<file path="config.mk">
export PLATFORM = sky130hd
export DESIGN_NAME = riscv_test_monitor_flat
export DESIGN_NICKNAME = d
export VERILOG_FILES = /design/src/rtl/riscv_test_monitor_if.sv /design/src/rtl/riscv_test_monitor.sv /design/src/flat_wrapper.sv
export SDC_FILE = /design/constraint.sdc
export NUM_CORES = 1
export LEC_CHECK = 0
export CORE_MARGIN = 4
export CORE_UTILIZATION = 45
export CTS_CLUSTER_DIAMETER = 150
export DETAILED_ROUTE_END_ITERATION = 10
export GPL_TIMING_DRIVEN = 0
export PLACE_DENSITY = 0.7
export SLEW_MARGIN = 5
export SYNTH_ARGS = -nofsm -noshare
export SYNTH_HDL_FRONTEND = slang
export SYNTH_SLANG_ARGS = --single-unit
</file>
<file path="constraint.sdc">
create_clock -name i_clk -period 5.9 [get_ports i_clk]
set_clock_uncertainty 0.15 [all_clocks]
set_input_delay 1.18 -clock i_clk [delete_from_list [all_inputs] [get_ports i_clk]]
set_output_delay 1.18 -clock i_clk [all_outputs]
set_load 0.02 [all_outputs]
</file>
<file path="src/rtl/riscv_test_monitor_if.sv">
// riscv_test_monitor_if: signal bundle between the simulation top (master) and the
// end-of-test monitor (slave).
//   i_retire / i_pc                      retire strobe and PC of the retiring instruction
//   i_mem_we / i_mem_addr / i_mem_wdata  data-memory write port being snooped
//   i_trace_idx                          PC history read index, 0 = newest
//   o_done / o_pass / o_status           verdict
//   o_fail_code                          failing test number or HUNG/TIMEOUT tag
//   o_cycle_cnt / o_retired              run-time counters
//   o_trace_pc / o_trace_cnt             PC history read data and valid entry count
interface riscv_test_monitor_if #(
    parameter int unsigned XLEN        = 32,
    parameter int unsigned TRACE_DEPTH = 8
);
    localparam int unsigned IdxW = $clog2(TRACE_DEPTH);

    logic            i_retire;
    logic [XLEN-1:0] i_pc;
    logic            i_mem_we;
    logic [XLEN-1:0] i_mem_addr;
    logic [XLEN-1:0] i_mem_wdata;
    logic [IdxW-1:0] i_trace_idx;
    logic            o_done;
    logic            o_pass;
    logic [1:0]      o_status;
    logic [XLEN-1:0] o_fail_code;
    logic [XLEN-1:0] o_cycle_cnt;
    logic [XLEN-1:0] o_retired;
    logic [XLEN-1:0] o_trace_pc;
    logic [IdxW:0]   o_trace_cnt;

    modport master (
        output i_retire, i_pc, i_mem_we, i_mem_addr, i_mem_wdata, i_trace_idx,
        input  o_done, o_pass, o_status, o_fail_code, o_cycle_cnt, o_retired,
               o_trace_pc, o_trace_cnt
    );

    modport slave (
        input  i_retire, i_pc, i_mem_we, i_mem_addr, i_mem_wdata, i_trace_idx,
        output o_done, o_pass, o_status, o_fail_code, o_cycle_cnt, o_retired,
               o_trace_pc, o_trace_cnt
    );
endinterface

</file>
<file path="src/rtl/riscv_test_monitor.sv">
// riscv_test_monitor: end-of-test monitor using the riscv-tests tohost convention.
// Watches retires and data-memory writes and settles on PASS, FAIL, HUNG (same PC
// retired LOOP_DETECT times in a row) or TIMEOUT. Counts cycles and retires while
// running and keeps a ring buffer of recently retired PCs. Verdicts are sticky
// until reset.
//   i_clk  clock, rising edge
//   i_rst  asynchronous active-high reset
//   mon    riscv_test_monitor_if slave modport (stimulus in, verdict/counters/trace out)
module riscv_test_monitor #(
    parameter int unsigned          XLEN           = 32,
    parameter logic [XLEN-1:0]      TOHOST_ADDR    = 32'h0000_1000,
    parameter int unsigned          TIMEOUT_CYCLES = 1000,
    parameter int unsigned          LOOP_DETECT    = 4,
    parameter int unsigned          TRACE_DEPTH    = 8
) (
    input  logic                  i_clk,
    input  logic                  i_rst,
    riscv_test_monitor_if.slave   mon
);
    localparam int unsigned PtrW = $clog2(TRACE_DEPTH);
    localparam logic [XLEN-1:0] HungCode    = 32'hDEAD_0001;
    localparam logic [XLEN-1:0] TimeoutCode = 32'hDEAD_0002;

    typedef enum logic [2:0] {StRun, StPass, StFail, StHung, StTimeout} state_e;

    state_e          state_q, state_d;
    logic [XLEN-1:0] fail_code_q, fail_code_d;
    logic [XLEN-1:0] cycle_q, cycle_d;
    logic [XLEN-1:0] retired_q, retired_d;
    logic [XLEN-1:0] last_pc_q, last_pc_d;
    logic [31:0]     same_q, same_d;
    logic [PtrW-1:0] wr_ptr_q, wr_ptr_d;
    logic [PtrW:0]   trace_cnt_q, trace_cnt_d;
    logic            trace_we;
    logic            tohost_hit;
    logic            loop_hit;
    logic [XLEN-1:0] trace_buf [TRACE_DEPTH];
    logic [PtrW-1:0] rd_ptr;

    always_comb begin
        state_d     = state_q;
        fail_code_d = fail_code_q;
        cycle_d     = cycle_q;
        retired_d   = retired_q;
        last_pc_d   = last_pc_q;
        same_d      = same_q;
        wr_ptr_d    = wr_ptr_q;
        trace_cnt_d = trace_cnt_q;
        trace_we    = 1'b0;
        loop_hit    = 1'b0;
        tohost_hit  = mon.i_mem_we && (mon.i_mem_addr == TOHOST_ADDR);

        if (state_q == StRun) begin
            cycle_d = cycle_q + 1'b1;
            if (mon.i_retire) begin
                retired_d = retired_q + 1'b1;
                trace_we  = 1'b1;
                wr_ptr_d  = wr_ptr_q + 1'b1;
                if (trace_cnt_q != (PtrW+1)'(TRACE_DEPTH)) begin
                    trace_cnt_d = trace_cnt_q + 1'b1;
                end
                last_pc_d = mon.i_pc;
                // After reset same_q is 0, so the first retire lands on 1 either way.
                same_d    = (mon.i_pc == last_pc_q) ? same_q + 1 : 32'd1;
                loop_hit  = (same_d == LOOP_DETECT);
            end

            // Priority: tohost verdict, then loop, then timeout. Even tohost
            // values are console traffic and do not block lower-priority events.
            if (tohost_hit && mon.i_mem_wdata == XLEN'(1)) begin
                state_d = StPass;
            end else if (tohost_hit && mon.i_mem_wdata[0]) begin
                state_d     = StFail;
                fail_code_d = mon.i_mem_wdata >> 1;
            end else if (loop_hit) begin
                state_d     = StHung;
                fail_code_d = HungCode;
            end else if (cycle_q == XLEN'(TIMEOUT_CYCLES - 1)) begin
                state_d     = StTimeout;
                fail_code_d = TimeoutCode;
            end
        end
    end

    always_ff @(posedge i_clk or posedge i_rst) begin
        if (i_rst) begin
            state_q     <= StRun;
            fail_code_q <= '0;
            cycle_q     <= '0;
            retired_q   <= '0;
            last_pc_q   <= '0;
            same_q      <= '0;
            wr_ptr_q    <= '0;
            trace_cnt_q <= '0;
        end else begin
            state_q     <= state_d;
            fail_code_q <= fail_code_d;
            cycle_q     <= cycle_d;
            retired_q   <= retired_d;
            last_pc_q   <= last_pc_d;
            same_q      <= same_d;
            wr_ptr_q    <= wr_ptr_d;
            trace_cnt_q <= trace_cnt_d;
        end
    end

    // Storage is left unreset; stale entries are masked by trace_cnt_q on read.
    always_ff @(posedge i_clk) begin
        if (trace_we && !i_rst) begin
            trace_buf[wr_ptr_q] <= mon.i_pc;
        end
    end

    assign rd_ptr = wr_ptr_q - PtrW'(1) - mon.i_trace_idx;

    always_comb begin
        mon.o_done      = (state_q != StRun);
        mon.o_pass      = (state_q == StPass);
        mon.o_fail_code = fail_code_q;
        mon.o_cycle_cnt = cycle_q;
        mon.o_retired   = retired_q;
        mon.o_trace_cnt = trace_cnt_q;
        mon.o_trace_pc  = ({1'b0, mon.i_trace_idx} < trace_cnt_q) ? trace_buf[rd_ptr] : '0;
        mon.o_status    = 2'd0;
        unique case (state_q)
            StRun:               mon.o_status = 2'd0;
            StPass:              mon.o_status = 2'd1;
            StFail:              mon.o_status = 2'd2;
            StHung, StTimeout:   mon.o_status = 2'd3;
            default:             mon.o_status = 2'd0;
        endcase
    end
endmodule

</file>
<file path="src/flat_wrapper.sv">
// flat-port wrapper written by rule: the top's interface ports become plain ports
module riscv_test_monitor_flat 
#(
    parameter int unsigned          XLEN           = 32,
    parameter logic [XLEN-1:0]      TOHOST_ADDR    = 32'h0000_1000,
    parameter int unsigned          TIMEOUT_CYCLES = 1000,
    parameter int unsigned          LOOP_DETECT    = 4,
    parameter int unsigned          TRACE_DEPTH    = 8
)
  (i_clk, i_rst, mon_i_retire, mon_i_pc, mon_i_mem_we, mon_i_mem_addr, mon_i_mem_wdata, mon_i_trace_idx, mon_o_done, mon_o_pass, mon_o_status, mon_o_fail_code, mon_o_cycle_cnt, mon_o_retired, mon_o_trace_pc, mon_o_trace_cnt);
  riscv_test_monitor_if #(.XLEN(XLEN), .TRACE_DEPTH(TRACE_DEPTH)) mon_i ();
  input  logic i_clk;
  input  logic i_rst;
  input wire logic [$bits(mon_i.i_retire)-1:0] mon_i_retire;
  input wire logic [$bits(mon_i.i_pc)-1:0] mon_i_pc;
  input wire logic [$bits(mon_i.i_mem_we)-1:0] mon_i_mem_we;
  input wire logic [$bits(mon_i.i_mem_addr)-1:0] mon_i_mem_addr;
  input wire logic [$bits(mon_i.i_mem_wdata)-1:0] mon_i_mem_wdata;
  input wire logic [$bits(mon_i.i_trace_idx)-1:0] mon_i_trace_idx;
  output wire logic [$bits(mon_i.o_done)-1:0] mon_o_done;
  output wire logic [$bits(mon_i.o_pass)-1:0] mon_o_pass;
  output wire logic [$bits(mon_i.o_status)-1:0] mon_o_status;
  output wire logic [$bits(mon_i.o_fail_code)-1:0] mon_o_fail_code;
  output wire logic [$bits(mon_i.o_cycle_cnt)-1:0] mon_o_cycle_cnt;
  output wire logic [$bits(mon_i.o_retired)-1:0] mon_o_retired;
  output wire logic [$bits(mon_i.o_trace_pc)-1:0] mon_o_trace_pc;
  output wire logic [$bits(mon_i.o_trace_cnt)-1:0] mon_o_trace_cnt;
  assign mon_i.i_retire = mon_i_retire;
  assign mon_i.i_pc = mon_i_pc;
  assign mon_i.i_mem_we = mon_i_mem_we;
  assign mon_i.i_mem_addr = mon_i_mem_addr;
  assign mon_i.i_mem_wdata = mon_i_mem_wdata;
  assign mon_i.i_trace_idx = mon_i_trace_idx;
  assign mon_o_done = mon_i.o_done;
  assign mon_o_pass = mon_i.o_pass;
  assign mon_o_status = mon_i.o_status;
  assign mon_o_fail_code = mon_i.o_fail_code;
  assign mon_o_cycle_cnt = mon_i.o_cycle_cnt;
  assign mon_o_retired = mon_i.o_retired;
  assign mon_o_trace_pc = mon_i.o_trace_pc;
  assign mon_o_trace_cnt = mon_i.o_trace_cnt;
  riscv_test_monitor #(.XLEN(XLEN), .TOHOST_ADDR(TOHOST_ADDR), .TIMEOUT_CYCLES(TIMEOUT_CYCLES), .LOOP_DETECT(LOOP_DETECT), .TRACE_DEPTH(TRACE_DEPTH)) u_core (.i_clk(i_clk), .i_rst(i_rst), .mon(mon_i));
endmodule
</file>
Word level (Yosys, flattened, before mapping)
Memory sizes are Yosys's and may differ from the RTL's. Index checks and enable logic that the tools add are counted.

Flip-flop bits (word level): 170. Bits in writable memories: 256. Memories: 1. Bits of input ports: 103.

Memories: u_core.trace_buf (words 8, width 32, read ports 1, clocked after memory_dff 0, wr ports 1, RTL line riscv_test_monitor.sv:37) `logic [XLEN-1:0] trace_buf [TRACE_DEPTH];`.

Reduce and logical (&&, ||, !) cells: 14. Mux-type cells: 16. Equal/unequal tests: 10. $add $sub $neg: 7. Bitwise logic cells: 1. $lt $le $gt $ge: 1.

Operator list (number): two-way mux 32 bit (5); adder 32 x 1 -> 32 bit, second input constant (3); == test 32 x 1 -> 1 bit, second input constant (1); == test 32 x 10 -> 1 bit, second input constant (1); == test 32 x 13 -> 1 bit, second input constant (1); == test 32 x 3 -> 1 bit, second input constant (1); == test 32 bit (1); two-way mux 3 bit (4); == test 3 x 2 -> 1 bit, second input constant (2); two-way mux 1 bit (6); case mux 2 bit (3 select lines) (1); AND reduction 3 bit (2); nonzero test 3 bit (2); adder 4 x 1 -> 4 bit, second input constant (1); logical AND 1 bit (4); less-than comparator 3 x 4 -> 1 bit (1); != test 4 bit, second input constant (1); AND reduction 2 bit (2); nonzero test 4 bit (1); adder 3 x 1 -> 3 bit, second input constant (1); == test 3 x 1 -> 1 bit, second input constant (1); == test 3 bit, second input constant (1); zero test 3 bit (1); subtractor 3 x 1 -> 3 bit, second input constant (1); other kinds (4) (4).

Logic depth before layout (Yosys ltp)
Word-level depth: 8. Depth in mapped cells: 13. Mapped depth without buffers: 9.

Worst setup path after synthesis
OpenSTA, ideal clock, no wires.

Path kind: input-to-reg. Start point: input port i_rst. End point: memory u_core.trace_buf[6][0] (enable). Cell stages on the path: 3. Slack: -2.118 ns. Buffers on the path: 0. Arrival: 7.407 ns. Library setup time: 0.461 ns. Cell sequence: inv_1 -> nand3_1 -> nor3_1.

Cells in the longest elaborated chain, start to end: 4.

Ends and longest elaborated chain: start: declaration (RTL line flat_wrapper.sv:13) `input logic i_rst;`; zero test 1 bit (no line); logical AND 1 bit (RTL line riscv_test_monitor.sv:109) `if (trace_we && !i_rst) begin`; two-way mux 1 bit (RTL line riscv_test_monitor.sv:109); two-way mux 1 bit (not written as such) (RTL line riscv_test_monitor.sv:110) `trace_buf[wr_ptr_q] <= mon.i_pc;`; end: declaration (RTL line riscv_test_monitor.sv:37).

No other way between the ends.

Worst setup path in the final report
Start point: input port mon_i_trace_idx[0]. End point: output port mon_o_trace_pc[2].

Cells in the longest elaborated chain, start to end: 3. Elaborated cells on any way between the ends: 4.

Ends and longest elaborated chain: start: declaration (RTL line flat_wrapper.sv:19) `input wire logic [$bits(mon_i.i_trace_idx)-1:0] mon_i_trace_idx;`; subtractor 3 bit (RTL line riscv_test_monitor.sv:114) `assign rd_ptr = wr_ptr_q - PtrW'(1) - mon.i_trace_idx;`; memory (8 x 32 bit); two-way mux 32 bit (*) (RTL line riscv_test_monitor.sv:123) `mon.o_trace_pc = ({1'b0, mon.i_trace_idx} < trace_cnt_q) ? trace_buf[rd_ptr] : '0;`; end: declaration (RTL line flat_wrapper.sv:26) `output wire logic [$bits(mon_i.o_trace_pc)-1:0] mon_o_trace_pc;`.

Every way passes the cells marked *; elsewhere a longest branch is shown, timed or not.

==> run metrics <==
status complete, no violations; initial drt markers 974; area delta synth->final 26.70%; Peak VDD IR 0.1508 mV; Die H 211.6 um; Final WS setup 0.2104 ns; Slew @ Worst Pin 1.281 ns; CTS tree built; Yosys cell types 66; Post-Place Worst Slack -0.4880 ns; fraction of registers with async set/reset 39.91%; hold_buf cts 0; Die Wd 211.6 um; routed vias/inst 5.570; Worst Setup End Kind primary output; core area 40,920 um2; via count 12,770; number of flops mapped to enable cells by yosys 256; sequential area share after synthesis 64.00%; Avg WL per Cell 21.28 um; Routed WL 48.79 mm; kind of critical path primary input to primary output; crit path launch type primary input; post-route ant nets 0; Worst Path Required 4.57 ns; Clock Path Buffers 3; Design Area, Final 23,640 um2; initial antenna violation count 1; final slew viol count 0; Hold Vio Cnt, Final 0; Yosys reg bits 426; GRT overflow 0; largest net degree at the start of global routing 40; port buffer count 238; Synth warnings 0; Setup Viol. Count Final 0; Initial Utilization 45.59%; RSZ-0062 raised after global routing no; I/O pin cnt 239; Mapped Area 18,660 um2; fmax 175.8 MHz; Final period util 96.43%; syn_nets 1,526; Initial DRT Pass Iterations 5; # fillers 3,348; gp weighted congestion 0.8961; Leak 8.771 nW; Power Density 270.0 nW/um2; H-tree depth 2; Max Cap Viol 0; Worst EP arrival 4.36 ns; CTS Sinks 426; class of the worst hold path flip-flop to flip-flop; fraction of layout cells with a size suffix above 1 13.35%; root buf cell clkbuf_16; vias in the first global route 13,120; Worst-Skew Late Latency 0.58 ns; GRT Util Overall 21.74%; placed cell area 22,150 um2; DRC 0; HPWL after detailed placement 34.86 mm; Gate Count Post-Synth 1,413; Inst Count DP 2,211; CP Max Fanout 10; Tmin final 5.690 ns; TritonCTS buffer count 45; Layout Cells excl Fill 2,293; first-pass GRT wire length 75.39 mm; row count 74; mean post-synth cell area 13.21 um2; Final Util 57.77%; clock-pin slew on the worst setup and hold paths 0.06 ns; Slew headroom 13.88%; Post-synth top flop edfxtp_1; Die ar. 44,790 um2; Final nets 1,837
## placed cells by master, fill, tap and decap left out, drive strengths merged, types with 9 or more instances in the layout
master	netlist	routed
xor2	25	25
o21ai	47	47
nand4	51	51
xnor2	86	86
nand2	244	244
inv	32	33
ha	9	9
nand3	45	45
o41ai	9	9
buf	29	50
o31ai	12	12
mux4	64	64
edfxtp	256	256
dfrtp	170	170
nor4	38	38
nor2	68	68
nor4b	9	9
nor3	21	21
a21oi	53	53
clkinv	0	17
clkbuf	46	108
a22o	20	20
clkdlybuf4s50	0	238
## layout make-up
class                           instances  area [um2]  area share [%]
Antenna cell                            1       2.502         0.01058
Buffer                                 73       394.1           1.667
Clock buffer                           63        1245           5.266
Clock inverter                         20       152.6          0.6457
Inverter                               32       123.9          0.5239
Multi-Input combinational cell        880        6350           26.86
Sequential cell                       426       11940           50.51
Tap cell                              532       665.6           2.816
Timing Repair Buffer                  266        2766           11.70
## per-stage QoR
step	hold slack (ns)	TNS [ns]	total power, mW
3_3_place_gp	0.3151	-511.40	3.745
4_1_cts	0.3269	0	6.461
3_5_place_dp	0.3200	-11.28	3.765
2_1_floorplan	0.3098	0	3.518
6_report	0.3238	0	6.384
5_1_grt	0.3503	0	6.619
## flip-flops by register name, indices dropped and copies added (netlist names)
name,count
u_core.mon.o_cycle_cnt,32
u_core.state_q,3
u_core.mon.o_fail_code,32
u_core.trace_buf,256
u_core.last_pc_q,32
u_core.wr_ptr_q,3
u_core.mon.o_retired,32
u_core.mon.o_trace_cnt,4
u_core.same_q,32
## routing by layer
layer	GRT usage [%]	share of wire, %
met1	28.36	40
met2	36.03	49
met3	5.053	7.6
met4	7.797	3.1
met5	0	0
## report_power, final
part	switching (mW)	internal, mW
logic	0.275	0.244
registers	0.0103	3.18
clock network	1.15	1.53
total	1.44	4.95
## synthesized netlist by cell type (6+ instances only)
master / count / share of area [%]
nor4_1: 34 / 1.1
o31ai_1: 12 / 0.48
a22o_1: 20 / 0.94
and2_1: 6 / 0.20
edfxtp_1: 256 / 41
dfrtp_1: 170 / 23
buf_4: 9 / 0.36
o41ai_1: 9 / 0.42
and3_1: 8 / 0.27
a21oi_1: 43 / 1.2
nand3_1: 43 / 1.2
xor2_1: 25 / 1.2
clkbuf_1: 45 / 0.91
nor4b_1: 7 / 0.33
nand2_1: 243 / 4.9
buf_1: 9 / 0.18
mux4_2: 64 / 7.7
o21ai_0: 47 / 1.3
buf_2: 9 / 0.24
nor2_1: 68 / 1.4
xnor2_1: 86 / 4.0
nand4_1: 51 / 1.7
nor3_1: 21 / 0.56
and4_1: 8 / 0.38
ha_1: 9 / 0.60
inv_1: 32 / 0.64
a21oi_2: 10 / 0.47
## path summary, 6_finish.rpt
kind | from | to | slack (ns) | cells after the start
max | mon_i_trace_idx[0] | mon_o_trace_pc[2] | 0.21 | 11
min | u_core.mon.o_retired[31] | u_core.mon.o_retired[31] | 0.32 | 1
max reg2reg | u_core.state_q[0] | u_core.trace_buf[1][7] | 1.70 | 7
min reg2reg | u_core.mon.o_retired[31] | u_core.mon.o_retired[31] | 0.32 | 1
max in group asynchronous | i_rst | u_core.mon.o_retired[25] | 3.55 | 5
min in group asynchronous | i_rst | u_core.wr_ptr_q[0] | 0.98 | 2
## cells by family (layout without fill, tap and decap cells)
family,count (synthesis),after routing,synth area share (%)
AND/OR/NAND/NOR,525,525,13.77
flip-flops,426,426,64.00
AO/OA/AOI/OAI,164,164,5.780
XOR/XNOR,111,111,5.210
buffers and inverters,107,454,2.481
multiplexers,70,70,8.053
adder cells (fa/ha/maj),10,10,0.7108
other,0,1,0
## critical path, cell delays in order
cell	delay [ns]
clkdlybuf4s50_1	0.44
inv_1	0.08
ha_2	0.15
inv_1	0.05
fa_2	0.34
xnor2_2	0.35
xor2_4	0.36
clkbuf_2	0.35
nand2_1	0.09
a21oi_1	0.28
clkdlybuf4s50_1	0.68
## repair_timing
| action | CTS | global route |
|---|---|---|
| setup buffers | 0 | 0 |
| gates resized for setup | 23 | 10 |
| endpoints found under the hold margin | 0 | 0 |
| setup endpoints to repair | 32 | 23 |
No activity file was read; power rests on OpenSTA's default activity.
